### src/rtl/dshot_pkg.sv
// Shared DSHOT constants, channel state encoding and counter sizing helper.
package dshot_pkg;

   localparam int DSHOT_VALUE_W  = 11;
   localparam int CMD_MOTOR_STOP = 0;
   localparam int CMD_SPIN_DIR_1 = 7;
   localparam int CMD_SPIN_DIR_2 = 8;

   typedef enum logic [1:0] {
      DISARMED = 2'd0,
      ARMED    = 2'd1,
      FAILSAFE = 2'd2
   } chanState_t;

   // Bits needed to hold 0..lim inclusive, never below one bit.
   function automatic int cntW(input int lim);
      return (lim < 2) ? 1 : $clog2(lim + 1);
   endfunction

endpackage

### src/rtl/speed_channel.sv
// One motor channel: arming, throttle scaling, direction change and
// link-loss failsafe driven by accepted DSHOT frames.
module speed_channel
   import dshot_pkg::*;
#(
   parameter int OUT_W          = 8,
   parameter int TIMEOUT_CYCLES = 2400000,
   parameter int ARM_FRAMES     = 10,
   parameter int DIR_REPEAT     = 6
) (
   input  logic                     clk,
   input  logic                     rst,
   input  logic                     frameStb,
   input  logic [DSHOT_VALUE_W-1:0] frameValue,
   input  logic                     frameIsCmd,
   input  logic                     frameCrcOk,
   output logic [OUT_W-1:0]         speed,
   output logic                     dir,
   output logic                     armed,
   output logic                     failsafe
);

   localparam int ARM_W = cntW(ARM_FRAMES);
   localparam int DIR_W = cntW(DIR_REPEAT);
   localparam int TMO_W = cntW(TIMEOUT_CYCLES);
   localparam int SHIFT = DSHOT_VALUE_W - OUT_W;

   chanState_t       state;
   chanState_t       stateNext;
   logic [ARM_W-1:0] armCnt;
   logic [ARM_W-1:0] armCntNext;
   logic [DIR_W-1:0] dirCnt;
   logic [DIR_W-1:0] dirCntNext;
   logic [TMO_W-1:0] tmoCnt;
   logic [TMO_W-1:0] tmoCntNext;
   logic [OUT_W-1:0] speedNext;
   logic             dirNext;
   logic             prevDir;
   logic             prevDirNext;
   logic             prevDir2;
   logic             prevDir2Next;

   logic accept;
   logic isStop;
   logic isDir1;
   logic isDir2;
   logic isDirCmd;
   logic sameDir;
   int   armInc;
   int   dirInc;
   int   tmoInc;

   always_comb begin
      accept   = frameStb & frameCrcOk;
      isStop   = frameIsCmd &&
                 (frameValue == DSHOT_VALUE_W'(CMD_MOTOR_STOP));
      isDir1   = frameIsCmd &&
                 (frameValue == DSHOT_VALUE_W'(CMD_SPIN_DIR_1));
      isDir2   = frameIsCmd &&
                 (frameValue == DSHOT_VALUE_W'(CMD_SPIN_DIR_2));
      isDirCmd = isDir1 | isDir2;
      sameDir  = prevDir && (prevDir2 == isDir2);
      armInc   = int'(armCnt) + 1;
      dirInc   = sameDir ? int'(dirCnt) + 1 : 1;
      tmoInc   = int'(tmoCnt) + 1;
   end

   always_ff @(posedge clk or posedge rst) begin
      if (rst) begin
         state    <= DISARMED;
         armCnt   <= '0;
         dirCnt   <= '0;
         tmoCnt   <= '0;
         speed    <= '0;
         dir      <= 1'b0;
         prevDir  <= 1'b0;
         prevDir2 <= 1'b0;
      end else begin
         state    <= stateNext;
         armCnt   <= armCntNext;
         dirCnt   <= dirCntNext;
         tmoCnt   <= tmoCntNext;
         speed    <= speedNext;
         dir      <= dirNext;
         prevDir  <= prevDirNext;
         prevDir2 <= prevDir2Next;
      end
   end

   always_comb begin
      stateNext    = state;
      armCntNext   = armCnt;
      dirCntNext   = dirCnt;
      tmoCntNext   = tmoCnt;
      speedNext    = speed;
      dirNext      = dir;
      prevDirNext  = prevDir;
      prevDir2Next = prevDir2;

      unique case (state)
         DISARMED, FAILSAFE: begin
            speedNext  = '0;
            tmoCntNext = '0;
            if (accept) begin
               stateNext = DISARMED;
               if (!isStop) begin
                  armCntNext = '0;
               end else if (armInc >= ARM_FRAMES) begin
                  stateNext  = ARMED;
                  armCntNext = '0;
               end else begin
                  armCntNext = ARM_W'(armInc);
               end
            end
         end
         ARMED: begin
            if (accept) begin
               tmoCntNext = '0;
               if (!frameIsCmd) begin
                  speedNext = OUT_W'(frameValue >> SHIFT);
               end else if (isStop) begin
                  speedNext = '0;
               end
            end else if (tmoInc >= TIMEOUT_CYCLES - 1) begin
               // A frame in the expiry cycle takes the branch above.
               stateNext  = FAILSAFE;
               speedNext  = '0;
               tmoCntNext = '0;
            end else begin
               tmoCntNext = TMO_W'(tmoInc);
            end
         end
         default: begin
            stateNext  = DISARMED;
            armCntNext = '0;
            tmoCntNext = '0;
            speedNext  = '0;
         end
      endcase

      if (accept) begin
         prevDirNext  = isDirCmd;
         prevDir2Next = isDir2;
         if (!isDirCmd) begin
            dirCntNext = '0;
         end else if (dirInc >= DIR_REPEAT) begin
            // Direction only flips with the motor stopped.
            if (state == ARMED && speed == '0) begin
               dirNext    = isDir2;
               dirCntNext = '0;
            end else begin
               dirCntNext = DIR_W'(DIR_REPEAT);
            end
         end else begin
            dirCntNext = DIR_W'(dirInc);
         end
      end
   end

   assign armed    = (state == ARMED);
   assign failsafe = (state == FAILSAFE);

endmodule

### src/rtl/multi_speed_handler.sv
// Bank of independent DSHOT speed channels sharing one clock and reset.
module multi_speed_handler
   import dshot_pkg::*;
#(
   parameter int NUM_CH         = 4,
   parameter int OUT_W          = 8,
   parameter int TIMEOUT_CYCLES = 2400000,
   parameter int ARM_FRAMES     = 10,
   parameter int DIR_REPEAT     = 6
) (
   input  logic                            clk,
   input  logic                            rst,
   input  logic [NUM_CH-1:0]               frame_stb,
   input  logic [NUM_CH*DSHOT_VALUE_W-1:0] frame_value,
   input  logic [NUM_CH-1:0]               frame_is_cmd,
   input  logic [NUM_CH-1:0]               frame_crc_ok,
   output logic [NUM_CH*OUT_W-1:0]         speed_out,
   output logic [NUM_CH-1:0]               dir_out,
   output logic [NUM_CH-1:0]               armed,
   output logic [NUM_CH-1:0]               failsafe
);

   for (genvar i = 0; i < NUM_CH; i++) begin : gCh
      speed_channel #(
         .OUT_W          (OUT_W),
         .TIMEOUT_CYCLES (TIMEOUT_CYCLES),
         .ARM_FRAMES     (ARM_FRAMES),
         .DIR_REPEAT     (DIR_REPEAT)
      ) uCh (
         .clk        (clk),
         .rst        (rst),
         .frameStb   (frame_stb[i]),
         .frameValue (frame_value[DSHOT_VALUE_W*i +: DSHOT_VALUE_W]),
         .frameIsCmd (frame_is_cmd[i]),
         .frameCrcOk (frame_crc_ok[i]),
         .speed      (speed_out[OUT_W*i +: OUT_W]),
         .dir        (dir_out[i]),
         .armed      (armed[i]),
         .failsafe   (failsafe[i])
      );
   end

endmodule
### config.mk
export PLATFORM = sky130hd
export DESIGN_NAME = multi_speed_handler
export DESIGN_NICKNAME = d
export VERILOG_FILES = /design/src/rtl/dshot_pkg.sv /design/src/rtl/speed_channel.sv /design/src/rtl/multi_speed_handler.sv
export SDC_FILE = /design/constraint.sdc
export NUM_CORES = 1
export LEC_CHECK = 0
export ABC_AREA = 1
export CORE_UTILIZATION = 53
export CTS_BUF_LIST = sky130_fd_sc_hd__clkbuf_16
export CTS_CLUSTER_DIAMETER = 200
export DETAILED_ROUTE_END_ITERATION = 7
export PLACE_DENSITY_LB_ADDON = 0.15
export SLEW_MARGIN = 10
export SYNTH_ARGS = -nofsm -noshare
export SYNTH_HDL_FRONTEND = slang
export SYNTH_SLANG_ARGS = --single-unit
### constraint.sdc
create_clock -name clk -period 5.4 [get_ports clk]
set_clock_uncertainty 0.05 [all_clocks]
set_input_delay 1.08 -clock clk [delete_from_list [all_inputs] [get_ports clk]]
set_output_delay 1.08 -clock clk [all_outputs]
set_load 0.02 [all_outputs]
== Word level (Yosys, flattened, before mapping) ==
Cells that the tools add are included.

* Flip-flop bits (word level): 168
* Bits in latches: 0
* Bits in writable memories: 0
* ROM bits: 0
* Input bits: 58
* Word-level logic and storage cells: 248
* Memories: 0

* Add/sub/neg operators: 12
* Multipliers: 0
* Div/mod/pow operators: 0
* $lt $le $gt $ge: 12
* Eq/ne operators: 40
* Shift operators: 0
* Muxes and demuxes: 88
* Bitwise gates (word level): 12
* Reduce and logical (&&, ||, !) cells: 52

{| class="wikitable"
|+ Operators with widths
! kind !! number
|-
| $mux 22 || 12
|-
| $mux 8 || 20
|-
| $ge 32x23->1 const B || 4
|-
| $ge 32x4->1 const B || 4
|-
| $ge 32x5->1 const B || 4
|-
| $mux 32 || 4
|-
| $add 22x1->23 const B || 4
|-
| $mux 4 || 12
|-
| $eq 11x3->1 const B || 4
|-
| $eq 11x4->1 const B || 4
|-
| $logic_not 11->1 || 4
|-
| $mux 3 || 12
|-
| $logic_not 8->1 || 4
|-
| $mux 2 || 16
|-
| $pmux 4 s2 || 4
|-
| $add 4x1->5 const B || 4
|-
| $logic_and 1x1->1 || 20
|-
| $add 3x1->4 const B || 4
|-
| $ne 2x2->1 const B || 8
|-
| $ne 4x4->1 const B || 4
|-
| $pmux 2 s2 || 4
|-
| $reduce_and 2->1 || 8
|-
| $reduce_and 4->1 || 4
|-
| $ne 3x3->1 const B || 4
|-
| other kinds (11) || 44
|}

== Logic depth before layout (Yosys ltp) ==
* Word-level depth: 8
* Gate-level depth with buffers: 17
* Depth with buffers taken out: 17

== Modules after synthesis ==
From an unflattened synthesis, not the netlist that was laid out.

* Cells, all modules: 1,613
* Area, all modules: 10,804.1 um^2

{| class="wikitable"
|+ Modules (own cells, without submodules)
! module !! times used !! cells an instance !! area each (um^2)
|-
| speed_channel (gCh[0].uCh ...) || 3 || 404 || 2,701.3
|-
| speed_channel (gCh[3].uCh) || 1 || 401 || 2,700.1
|}

== Least setup slack after synthesis ==
No wires, ideal clock.

* Path type: input to register
* Start point: input port frame_value[42]
* End point: register gCh[3].uCh.dir
* Arrival time: 2,413 ps
* Data required time: 5,231 ps
* Setup slack: 2,819 ps
* Stages on the path: 13
* Buffers on the path: 0
* Cells stage by stage: nor2_1 > nand2_1 > nor2_1 > nand2_1 > nand2_1 > nand3_1 > nor2_1 > inv_1 > o21ai_0 > nand2_1 > nor2_1 > nand2_1 > o21a_1

* Word-level cells in the longest chain between the ends: 7

{| class="wikitable"
|+ RTL lines
! item !! line !! RTL
|-
| start, declared || multi_speed_handler.sv:14 || <nowiki>input logic [NUM_CH*DSHOT_VALUE_W-1:0] frame_value,</nowiki>
|-
| $eq 11x4->1 || speed_channel.sv:60 || <nowiki>(frameValue == DSHOT_VALUE_W'(CMD_SPIN_DIR_2));</nowiki>
|-
| $logic_and 1x1->1 || speed_channel.sv:59 || <nowiki>isDir2 = frameIsCmd &&</nowiki>
|-
| $eq 1x1->1 || speed_channel.sv:62 || <nowiki>sameDir = prevDir && (prevDir2 == isDir2);</nowiki>
|-
| $logic_and 1x1->1 || speed_channel.sv:62 ||
|-
| $mux 32 || speed_channel.sv:64 || <nowiki>dirInc = sameDir ? int'(dirCnt) + 1 : 1;</nowiki>
|-
| $ge 32x4->1 || speed_channel.sv:146 || <nowiki>end else if (dirInc >= DIR_REPEAT) begin</nowiki>
|-
| $reduce_and 4->1 (no line) || - ||
|-
| end signal, assigned || speed_channel.sv:84 || <nowiki>dir <= dirNext;</nowiki>
|-
| end, declared || speed_channel.sv:18 || <nowiki>output logic dir,</nowiki>
|}

Several ways; a longest one is shown, not always the timed one.
A chain may end at the register's enable or synchronous reset.

== Final worst setup path ==
* Start point: register gCh[1].uCh.state[0]
* End point: output port armed[1]

* Word-level cells in the longest chain between the ends: 1

{| class="wikitable"
|+ RTL lines
! item !! line !! RTL
|-
| start, declared || speed_channel.sv:28 || <nowiki>chanState_t state;</nowiki>
|-
| start signal, assigned || speed_channel.sv:79 || <nowiki>state <= stateNext;</nowiki>
|-
| $eq 2x1->1 || speed_channel.sv:160 || <nowiki>assign armed = (state == ARMED);</nowiki>
|-
| end, declared || multi_speed_handler.sv:19 || <nowiki>output logic [NUM_CH-1:0] armed,</nowiki>
|}

No other way between the ends.

==> metrics.csv <==
stage,metric,value,unit
layout,syn_to_final_growth,17.21,%
route,routedWlPerCell,12.20,um
synth,netlist_top_cells_area,"dfrtp_1 41%, nand2_1 17%, nor2_1 9.4%",
synth,synth_edf_count,0,
timing,fin_crit,3.032,ns
timing,period_share,56.15,%
grt,grt_pass1_wl,38960,um
placed_design,detailed_place_hpwl,16720,um
hold_path,hp-class,flop to flop,
grt,grt_usage,24.14,%
hold_path,min_from,gCh[2].uCh.dir,
synth,yosysTopAreaCellShare,40.92,%
timing,tns,0,ns
clocking,cts.sinks,168,
grt,grt_max_degree,169,
hold_path,whs_path_depth,2,
critical_path,cp-end-kind,output pin,
layout,n_fill_cell,1646,
power,total_power,3.012,mW
route,vias,9211,
clocking,clockRootBuffer,clkbuf_16,
critical_path,rr_worst_depth,15,
floorplanning,coreArea,0.01883,sq mm
timing,rsz0062_at_grt,no,
power,powerDensity,250.1,mW/mm^2
synth,synthTopCellsByCount,"476 x nand2_1, 257 x nor2_1, 184 x inv_1",
critical_path,rr_startpoint,gCh[1].uCh.tmoCnt[0],
synth,synth_most_common_cell,nand2_1,
clocking,htree_num_levels,4,
power,p_leak,5.692,nW
route,antenna_left,0,
timing,final-hold-violation-count,0,
clocking,cts_tree,done,
clocking,cts-resized-gates,0,
clocking,cts-hold-fix-buffers,0,
synth,ys_dominant_reg_cell,dfrtp_1,
critical_path,crit_arrival,1.90,ns
timing,slew_viol_final,0,
synth,ys_warn_count,0,
critical_path,startpoint_type,flop,
placed_design,place_area,0.01147,sq mm
timing,worst-slew-pin-transition,0.8808,ns
route,dr.pass1.iters,5,
clocking,clock_latency,0.44,ns
synth,postSynthAreaPerCell,7.042,sq um
critical_path,cp_max_fo,5,
grt,first_global_vias,8675,
job,drv_cap,0,
outcome,status,"finished, final reports clean",
synth,syn_inst,1459,
floorplanning,die_x,141.2,um
synth,synth_cell_type_count,42,
synth,synth.net_count,1541,
route,viasPerCell,5.025,
floorplanning,dieArea,0.01995,sq mm
floorplanning,die_h,141.2,um
layout,drive_gt1_share,5.404,%
floorplanning,start_util,54.56,%
synth,ys_ff_latch,168,
clocking,post_cts_buffers,0,
synth,synth_area,0.01027,sq mm
layout,post-route-cell-area,0.01204,sq mm
placed_design,port_buffers,101,
timing,setup_viol,0,
timing,maxClockFrequency,329.8,MHz
route,drc_errors,0,
critical_path,worstPathRequired,4.27,ns
layout,fin_nets,1642,
grt,grt_overflow,0,
synth,ys_seq_area_share,40.92,%
clocking,cts-buffers-inserted,17,
synth,synth_async_sr_flop_share,100.0,%
clocking,clock_path_buffers,2,
route,detail_route.iter0.violations,505,
grt,antenna_found_initial,0,
critical_path,setup.worst_path.start,gCh[1].uCh.state[0],
layout,antennaDiodeCount,0,
synth,yosysTopAreaCell,dfrtp_1,
layout,seqCellArea,0.004204,sq mm
floorplanning,rows,50,
clocking,clk_pin_slew,0.06,ns
power,ir_worst_vdd,0.0002592,V
floorplanning,ios,102,
layout,multiInputGateArea,0.005214,sq mm
timing,slew_headroom,41.28,%
route,drt-total-wl,22360,um
placed_design,gp_congestion,0.8781,
critical_path,crit_type,flop to output pin,
## sequential cells by signal (all words and copies together) (netlist names)
signal / cells
gCh.uCh.prevDir: 4
gCh.uCh.dir: 4
gCh.uCh.state: 8
gCh.uCh.dirCnt: 12
gCh.uCh.prevDir2: 4
gCh.uCh.tmoCnt: 88
gCh.uCh.speed: 32
gCh.uCh.armCnt: 16
## report_power, final
| part | internal (mW) | switching [mW] |
|---|---|---|
| Clock | 0.681 | 0.515 |
| Combinational | 0.173 | 0.233 |
| Sequential | 1.33 | 0.0783 |
| Total | 2.19 | 0.826 |
## cell usage in the layout, fill, tap and decap left out, types with 17 or more instances in the layout
| cell | count |
|---|---|
| nand2_1 | 476 |
| nor2_1 | 257 |
| inv_1 | 183 |
| dfrtp_1 | 168 |
| clkdlybuf4s50_1 | 101 |
| nand3_1 | 86 |
| o21ai_0 | 32 |
| nand4_1 | 31 |
| ha_1 | 24 |
| xor2_1 | 23 |
| xnor2_1 | 17 |
| clkbuf_16 | 17 |
## layout make-up
type | instances | area share [%]
inverter | 184 | 5.766
tap | 260 | 2.701
multi-input combinational | 1087 | 43.29
sequential | 168 | 34.91
clock buffer | 17 | 3.532
timing repair buffer | 102 | 8.561
clock inverter | 15 | 1.236
## cells by family (layout without fill, tap and decap cells)
family	count (synthesis)	count (layout)	synth area share, %
compound gates	89	89	5.529
xor+xnor	40	40	3.410
fa+ha+maj	24	24	2.923
buf+inv	204	318	8.341
flops	168	168	40.92
simple gates	934	934	38.88
## worst max-delay path, stage by stage, from the launching register on
cell and delay [ns]:
dfrtp_1 0.39, inv_1 0.08, nor2_1 0.27, clkdlybuf4s50_1 0.73
## final timing paths
check                                         to  slack [ns]
max                                     armed[1]        2.37
min                               gCh[2].uCh.dir        0.44
max reg2reg                  gCh[1].uCh.speed[7]        2.55
min reg2reg                       gCh[2].uCh.dir        0.44
max in group asynchronous   gCh[2].uCh.tmoCnt[6]        3.45
min in group asynchronous  gCh[3].uCh.tmoCnt[19]        1.19
## per-layer routing
metal	part of all wire [%]	GRT usage, %
met2	46	39.42
met5	0	0
met3	4.3	4.246
met4	1.8	8.295
met1	48	32.41
## per-stage QoR
step	setup slack (ns)	std cells	util [%]	hold slack [ns]
global route	2.176	1833	63.95	0.4656
floorplan	2.129	1459	-	0.4008
CTS	2.346	1833	63.95	0.4391
finish	2.368	1833	63.95	0.4388
detailed placement	2.120	1801	60.90	0.4225
global placement	2.227	1801	60.90	0.4206
Power figures use the tool's default switching activity.
